**src/rtl/pattern_scheduler.sv**
```systemverilog
// pattern_scheduler: round sequencer that primes and refills pattern rows, paces row steps and tallies score/level
module pattern_scheduler #(
  parameter int          N_SLOTS    = 4,
  parameter int          TICK_DIV   = 200000,
  parameter int          LEVEL_STEP = 10,
  parameter int          MAX_LEVEL  = 7,
  parameter logic [15:0] LFSR_SEED  = 16'hACE1
) (
  input  logic               CLOCK_25,
  input  logic               reset,
  input  logic               start,
  input  logic [N_SLOTS-1:0] req,
  input  logic [N_SLOTS-1:0] ponto,
  output logic [N_SLOTS-1:0] grant,
  output logic [3:0]         pattern_out,
  output logic               step_tick,
  output logic [15:0]        score,
  output logic [2:0]         level,
  output logic               running
);
  localparam int PW = $clog2(N_SLOTS);
  localparam int LW = $clog2(N_SLOTS + 1);
  localparam int CW = $clog2(TICK_DIV + 1);
  localparam int AW = $clog2(LEVEL_STEP + N_SLOTS);

  typedef enum logic [1:0] {IDLE, LOAD, RUN} state_t;

  state_t             state, state_nx;
  logic [N_SLOTS-1:0] pending, pending_nx, grant_nx, cand, sel_oh;
  logic [PW-1:0]      rr_ptr, rr_nx, sel_idx;
  logic               sel_found;
  logic [LW-1:0]      load_idx, load_nx;
  logic [15:0]        lfsr, lfsr_nx, lfsr_adv;
  logic [3:0]         pat, pattern_nx, pc;
  logic [CW-1:0]      tick_cnt, tick_nx, period;
  logic [AW-1:0]      lvl_acc, acc_nx, acc_sum;
  logic [16:0]        score_sum;
  logic [15:0]        score_nx;
  logic [2:0]         level_nx;

  assign running   = state == RUN;
  assign lfsr_adv  = {1'b0, lfsr[15:1]} ^ (lfsr[0] ? 16'hB400 : 16'h0000);
  assign pat       = |lfsr[3:0] ? lfsr[3:0] : 4'b0001 << lfsr[5:4];
  assign period    = CW'(TICK_DIV) - CW'(level) * CW'(TICK_DIV >> 4);
  assign step_tick = running && tick_cnt >= period - CW'(1);
  assign cand      = pending | req;
  assign sel_oh    = N_SLOTS'(1) << sel_idx;
  assign score_sum = {1'b0, score} + 17'(pc);
  assign acc_sum   = lvl_acc + AW'(pc);

  // count hit pulses this cycle
  always_comb begin
    pc = '0;
    for (int i = 0; i < N_SLOTS; i++) pc = pc + 4'(ponto[i]);
  end

  // round-robin search for the first requesting row at or after rr_ptr
  always_comb begin
    sel_found = 1'b0;
    sel_idx   = '0;
    for (int k = 0; k < N_SLOTS; k++)
      if (!sel_found && cand[(int'(rr_ptr) + k) % N_SLOTS]) begin
        sel_found = 1'b1;
        sel_idx   = PW'((int'(rr_ptr) + k) % N_SLOTS);
      end
  end

  // next-state, grant, pacing and scoring decisions
  always_comb begin
    state_nx   = state;
    grant_nx   = '0;
    pattern_nx = '0;
    pending_nx = pending;
    rr_nx      = rr_ptr;
    load_nx    = load_idx;
    lfsr_nx    = lfsr;
    tick_nx    = tick_cnt;
    acc_nx     = lvl_acc;
    score_nx   = score;
    level_nx   = level;
    if (state == IDLE) begin
      if (start) begin
        state_nx = LOAD;
        grant_nx = N_SLOTS'(1);
        load_nx  = LW'(1);
      end
    end else if (state == LOAD) begin
      if (load_idx == LW'(N_SLOTS)) state_nx = RUN;
      else begin
        grant_nx = N_SLOTS'(1) << load_idx;
        load_nx  = load_idx + 1'b1;
      end
      pending_nx = cand & ~grant_nx;
    end else begin
      grant_nx   = sel_found ? sel_oh : '0;
      rr_nx      = !sel_found ? rr_ptr : sel_idx == PW'(N_SLOTS - 1) ? '0 : sel_idx + 1'b1;
      pending_nx = cand & ~grant_nx;
      tick_nx    = step_tick ? '0 : tick_cnt + 1'b1;
      score_nx   = score_sum[16] ? 16'hFFFF : score_sum[15:0];
      acc_nx     = acc_sum >= AW'(LEVEL_STEP) ? acc_sum - AW'(LEVEL_STEP) : acc_sum;
      level_nx   = acc_sum >= AW'(LEVEL_STEP) && level != 3'(MAX_LEVEL) ? level + 3'd1 : level;
    end
    if (|grant_nx) begin
      pattern_nx = pat;
      lfsr_nx    = lfsr_adv;
    end
  end

  // state and output registers
  always_ff @(posedge CLOCK_25) begin
    if (reset) begin
      state       <= IDLE;
      grant       <= '0;
      pattern_out <= '0;
      pending     <= '0;
      rr_ptr      <= '0;
      load_idx    <= '0;
      lfsr        <= LFSR_SEED;
      tick_cnt    <= '0;
      lvl_acc     <= '0;
      score       <= '0;
      level       <= '0;
    end else begin
      state       <= state_nx;
      grant       <= grant_nx;
      pattern_out <= pattern_nx;
      pending     <= pending_nx;
      rr_ptr      <= rr_nx;
      load_idx    <= load_nx;
      lfsr        <= lfsr_nx;
      tick_cnt    <= tick_nx;
      lvl_acc     <= acc_nx;
      score       <= score_nx;
      level       <= level_nx;
    end
  end
endmodule
```
**config.mk**
```make
export PLATFORM = sky130hd
export DESIGN_NAME = pattern_scheduler
export DESIGN_NICKNAME = d
export VERILOG_FILES = /design/src/rtl/pattern_scheduler.sv
export SDC_FILE = /design/constraint.sdc
export NUM_CORES = 1
export LEC_CHECK = 0
export BUFFER_PORTS_ARGS = -buffer_cell sky130_fd_sc_hd__buf_2
export CAP_MARGIN = 0
export CORE_MARGIN = 5
export CORE_UTILIZATION = 50
export CTS_CLUSTER_DIAMETER = 150
export DETAILED_ROUTE_END_ITERATION = 16
export HOLD_SLACK_MARGIN = 0.12
export PLACE_DENSITY_LB_ADDON = 0.05
export SYNTH_ARGS = -nofsm -noshare
export SYNTH_HDL_FRONTEND = slang
export SYNTH_SLANG_ARGS = --single-unit
```
**constraint.sdc**
```tcl
create_clock -name CLOCK_25 -period 5.3 [get_ports CLOCK_25]
set_clock_uncertainty 0.15 [all_clocks]
set_input_delay 1.325 -clock CLOCK_25 [delete_from_list [all_inputs] [get_ports CLOCK_25]]
set_output_delay 1.325 -clock CLOCK_25 [all_outputs]
set_load 0.005 [all_outputs]
```
Word-level counts from Yosys, hierarchy flattened
Cells that the tools add are included.
{ "classes": {"mul": 1, "n_reduce_logical": 22, "mux": 41, "shift": 3, "n_lt_le_gt_ge": 6, "n_eq_ne": 7, "n_addsub": 15, "bitwise_logic": 12} }
{ "ops": {"columns": ["operator", "n"], "rows": [
  ["two-way mux 4 bit", 9],
  ["two-way mux 16 bit", 2],
  ["adder 18 x 1 -> 18 bit (second input constant)", 1],
  [">= comparator 18 bit", 1],
  ["two-way mux 18 bit", 1],
  ["two-way mux 2 bit", 9],
  ["subtractor 18 x 1 -> 18 bit (second input constant)", 1],
  ["subtractor 18 x 17 -> 18 bit (first input constant)", 1],
  ["adder 16 x 4 -> 17 bit", 1],
  ["bitwise XOR 15 x 16 -> 16 bit", 1],
  ["multiplier 3 x 12 -> 15 bit (second input constant)", 1],
  ["less-than comparator 3 x 4 -> 1 bit (second input constant)", 3],
  ["two-way mux 1 bit", 12],
  ["two-way mux 3 bit", 4],
  ["AND reduction 3 bit", 4],
  ["bitwise AND 4 bit", 2],
  ["binary-select mux 1 bit (select 2 bit)", 4],
  ["inverter 4 bit", 2],
  ["OR reduction 2 bit", 4],
  ["OR reduction 4 bit", 2],
  ["left shift 1 x 2 -> 4 bit (first input constant)", 2],
  ["adder 3 x 1 -> 3 bit (second input constant)", 2],
  ["logical AND 1 bit", 5],
  ["adder 2 x 1 -> 2 bit (second input constant)", 2],
  ["21 further kinds", 31]
]} }
{ "totals": {"word_cells": 118, "register_bits": 76, "output_inout_bits": 29, "in_bits": 11} }

Longest topological paths before layout
{ "logic_depth": {"ltp_word": 21, "ltp_mapped": 17, "depth_no_buf": 15} }

Least setup slack after synthesis
OpenSTA, ideal clock, no wires.
{ "synth_path": {"kind": "reg2out", "start": "register level[1]", "end": "output step_tick", "stages_incl_launch_ff": 17, "required_ps": 3825, "path_buffers": 2, "arrival_time_ps": 3330, "slack_ps": 495, "path_cell_list": "dfxtp_1 > inv_1 > ha_1 > inv_1 > ha_1 > clkbuf_1 > a21oi_1 > o21ai_1 > xor2_1 > o2bb2ai_1 > a211oi_1 > ha_1 > o21ai_0 > a21oi_1 > o211ai_1 > a21oi_1 > buf_2"} }
{ "synth_between": {"elab_chain_len": 5} }
{ "synth_lines": {"columns": ["item", "line", "source"], "rows": [
  ["start, declared", "18", "output logic [2:0] level,"],
  ["start signal, assigned", "134", "level <= level_nx;"],
  ["multiplier 3 x 12 -> 15 bit", "44", "assign period = CW'(TICK_DIV) - CW'(level) * CW'(TICK_DIV >> 4);"],
  ["subtractor 18 x 17 -> 18 bit", "44", null],
  ["subtractor 18 x 1 -> 18 bit", "45", "assign step_tick = running && tick_cnt >= period - CW'(1);"],
  [">= comparator 18 bit", "45", null],
  ["logical AND 1 bit", "45", null],
  ["end, declared", "16", "output logic step_tick,"]
]} }
Every way passes these cells.

Worst setup path after layout
{ "layout_path": {"start": "register level[0]", "end": "output step_tick"} }
The elaborated chain is that of the path after synthesis.

==> flow_summary.toml <==
[worst_hold_path]
worstHoldPathCells = 2
hp-class = "flip-flop to flip-flop"
hp-start = "lfsr[15]$_SDFFE_PP1N_"
hold_path_end = "lfsr[15]$_SDFFE_PP1N_"

[setup_path]
worst-path-buf-inv = 2
cp-end-kind = "output port"
r2r_start = "level[0]$_SDFFE_PP0P_"
reg2regPathDepth = 14
critPathArrivalTime_ns = 3.56
timing.rr.end = "tick_cnt[12]$_SDFFE_PP0P_"
r2r_slack_ns = 1.59
cp-start-kind = "flip-flop"
critPathMaxFanout = 9
max_stage_delay_ns = 0.40
cpMaxStageDelayCell = "dfxtp_4"
crit_type = "flip-flop to output port"
crit_family = "compound AO/OA/AOI/OAI gates"
crit_start = "level[0]$_SDFFE_PP0P_"
cp.required_ns = 3.83
cp_cell_sequence = "inv_1 > ha_1 > ha_4 > a31oi_2 > xnor2_1 > a31oi_1 > xnor2_1 > ha_1 > a2111oi_0 > o21ai_0 > a21oi_2 > a21oi_2 > buf_2"

[timing]
hold_viol_final = 0
min_period_ns = 5.04
relSlewSlack_pct = 45.7
rsz0062_at_grt = "false"
finalCritPeriodShare_pct = 95.0
setup_viol = 0
post-route-worst-setup-slack_ns = 0.265
tightest_slew_ns = 0.815
tns_ns = 0
fmax_mhz = 199
maxSlewViolCount = 0

[synth]
yosysUniqueCellTypes = 61
synthMuxAreaShare_pct = 3.55
synthXorXnorAreaFrac_pct = 8.41
synth_compound_area_share_pct = 16.7
synth_top_area_cell = "dfxtp_1"
synth_edf_count = 0
netlist_area_um2 = 4580
synth_warnings = 0
synth_seq_cells = 76
synth_fa_ha_area_share_pct = 14.4
synth.top_cells.by_area = "dfxtp_1, ha_1, xor2_1, a21oi_1, nor3_1"
syn_nets = 579
yosysTopAreaCellShare_pct = 33.2
synth_most_common_cell = "dfxtp_1"
synthArstFlopShare_pct = 0
synthSimpleGateAreaFrac_pct = 18.4
synthTopCellsByCount = "dfxtp_1, ha_1, nor2_1"
ys_seq_area_share_pct = 33.2
syn_inst = 517
ys.flop_type = "dfxtp_1"
synth_top_family_by_area = "simple AND/OR/NAND/NOR gates"
avgSynthCellArea_um2 = 8.86

[power]
clkPwrFrac_pct = 35.1
p_sw_mw = 0.312
vdd_drop_max_mv = 0.138
p_seq_share_pct = 53.4
sw_frac_of_total_pct = 27.4
powerDensity_nw_per_um2 = 227
p_int_mw = 0.830
p_leak_nw = 2.08
combPwrFrac_pct = 11.5

[job]
drv_cap = 0

[clock_tree]
clock_path_buffers = 2
post_cts_buffers = 0
clockRootBuffer = "clkbuf_8"
cts_tree = "yes"
clk_latency_ns = 0.34
cts_buffers = 9
cts.sinks = 76
path_clk_slew_ns = 0.08
cts_max_level = 3

[global_routing]
grt_max_degree = 81
grt_pass1_vias = 3631
antenna_found_initial = 0
gr-total-overflow = 0
grt_usage_pct = 17.7
grt_pass1_wl_um = 16600

[placement]
place_hpwl_um = 6940
pre_cts_slack_ns = 0.264
gp_congestion = 0.909
io_buffers = 39

[die]
die_h_um = 106
initial_core_util_pct = 50.5
ios = 40
core_area_um2 = 9060
die-width_um = 106
die_area_um2 = 11200
rows = 35

[finish]
n_antenna_cell = 0
nets = 614
area_growth_pct = 9.61
fillers = 877
drive_above_1_share_pct = 14.9

[status]
status = "complete, no violations"

[route]
wire_per_inst_um = 14.4
dr.pass1.iters = 4
num_vias = 3781
drtIter0Drc = 126
ant_nets = 0
vias_per_cell = 5.66
drc = 0
wl_um = 9650
[worst max-delay path by stage]
stage,end,slack [ns],cells past startpoint
global placement,step_tick,0.43,13
finish,step_tick,0.26,13
CTS,step_tick,0.1,13
global route,step_tick,0.02,14
detailed placement,step_tick,0.26,13
floorplan,step_tick,0.49,16
[layout by cell type, fill, tap and decap left out, types with 3 or more instances in the layout]
master and count:
and3_1 6, clkinv_2 3, a22oi_1 4, xnor2_1 19
and4_1 5, a21oi_2 8, inv_1 24, nand3_1 15
nand2_1 26, a21oi_1 39, a21o_1 3, o211ai_1 5
ha_1 47, nor3_1 38, nor2b_1 4, nor4_1 3
a31oi_1 4, clkbuf_8 10, nor2_1 47, a211oi_1 9
o21ai_0 18, dfxtp_1 74, mux2i_1 14, nor3b_1 5
o21a_1 3, buf_2 39, nand4_1 10, buf_4 6
fa_1 3, xor2_1 25
[logic make-up after synthesis]
logic type                 Yosys count
AOI/OAI and AO/OA                  115
muxes                               16
and+or+nand+nor                    169
DFF                                 76
xor gates and xnor gates            44
adders and majority gates           51
buffers and inverters               46
[final cells by class]
type / count / area (um^2) / share of cell area [%]
clock buffer: 10 / 138 / 2.74
clock inverter: 6 / 40.0 / 0.797
inverter: 25 / 93.8 / 1.87
multi-input combinational: 395 / 2850 / 56.7
sequential: 76 / 1530 / 30.4
tap: 111 / 139 / 2.77
timing repair buffer: 45 / 240 / 4.78
[state kept, by name, indices dropped and copies added (netlist names)]
register and cells:
score 16, load_idx 3, pending 4, level 3
tick_cnt 18, pattern_out 4, rr_ptr 2, grant 4
lfsr 16, state 2, lvl_acc 4
[per-layer routing]
metal | vias to the layer above | share of wire (%) | global-route usage, %
met5 | - | 0 | 0
met4 | 0 | 1.2 | 5.37
met3 | 11 | 2.6 | 2.57
met2 | 50 | 49 | 30.4
met1 | 1779 | 48 | 23.0
li1 | 1941 | - | -
[worst min-delay path, stage by stage (launching register included)]
cell      delay, ns
dfxtp_1        0.33
nand2_1        0.05
o211ai_1       0.07
[power by group through the flow]
| stage | sequential [mW] | clock, mW | combinational [mW] |
|---|---|---|---|
| 3_5_place_dp | 0.624 | 0 | 0.133 |
| 6_report | 0.610 | 0.400 | 0.131 |
| 5_1_grt | 0.614 | 0.442 | 0.151 |
| 2_1_floorplan | 0.618 | 0 | 0.119 |
| 3_3_place_gp | 0.623 | 0 | 0.130 |
| 4_1_cts | 0.611 | 0.417 | 0.134 |
[timing repair]
item                       in CTS  in global routing
hold buffers                    0                  0
pin swaps                       0                  1
cloned                          0                  0
setup endpoints to repair       1                  1
gates resized for setup         2                  5
[stage by stage]
stage	total power, mW	instances	hold slack, ns	area, um^2	utilization [%]
2_1_floorplan	0.737	517	0.303	4580	-
3_3_place_gp	0.754	652	0.318	4810	53.1
3_5_place_dp	0.757	652	0.322	4810	53.1
4_1_cts	1.16	668	0.343	5000	55.1
5_1_grt	1.21	668	0.363	5020	55.4
6_report	1.14	668	0.336	5020	55.4
(Power assumes the default switching activity.)
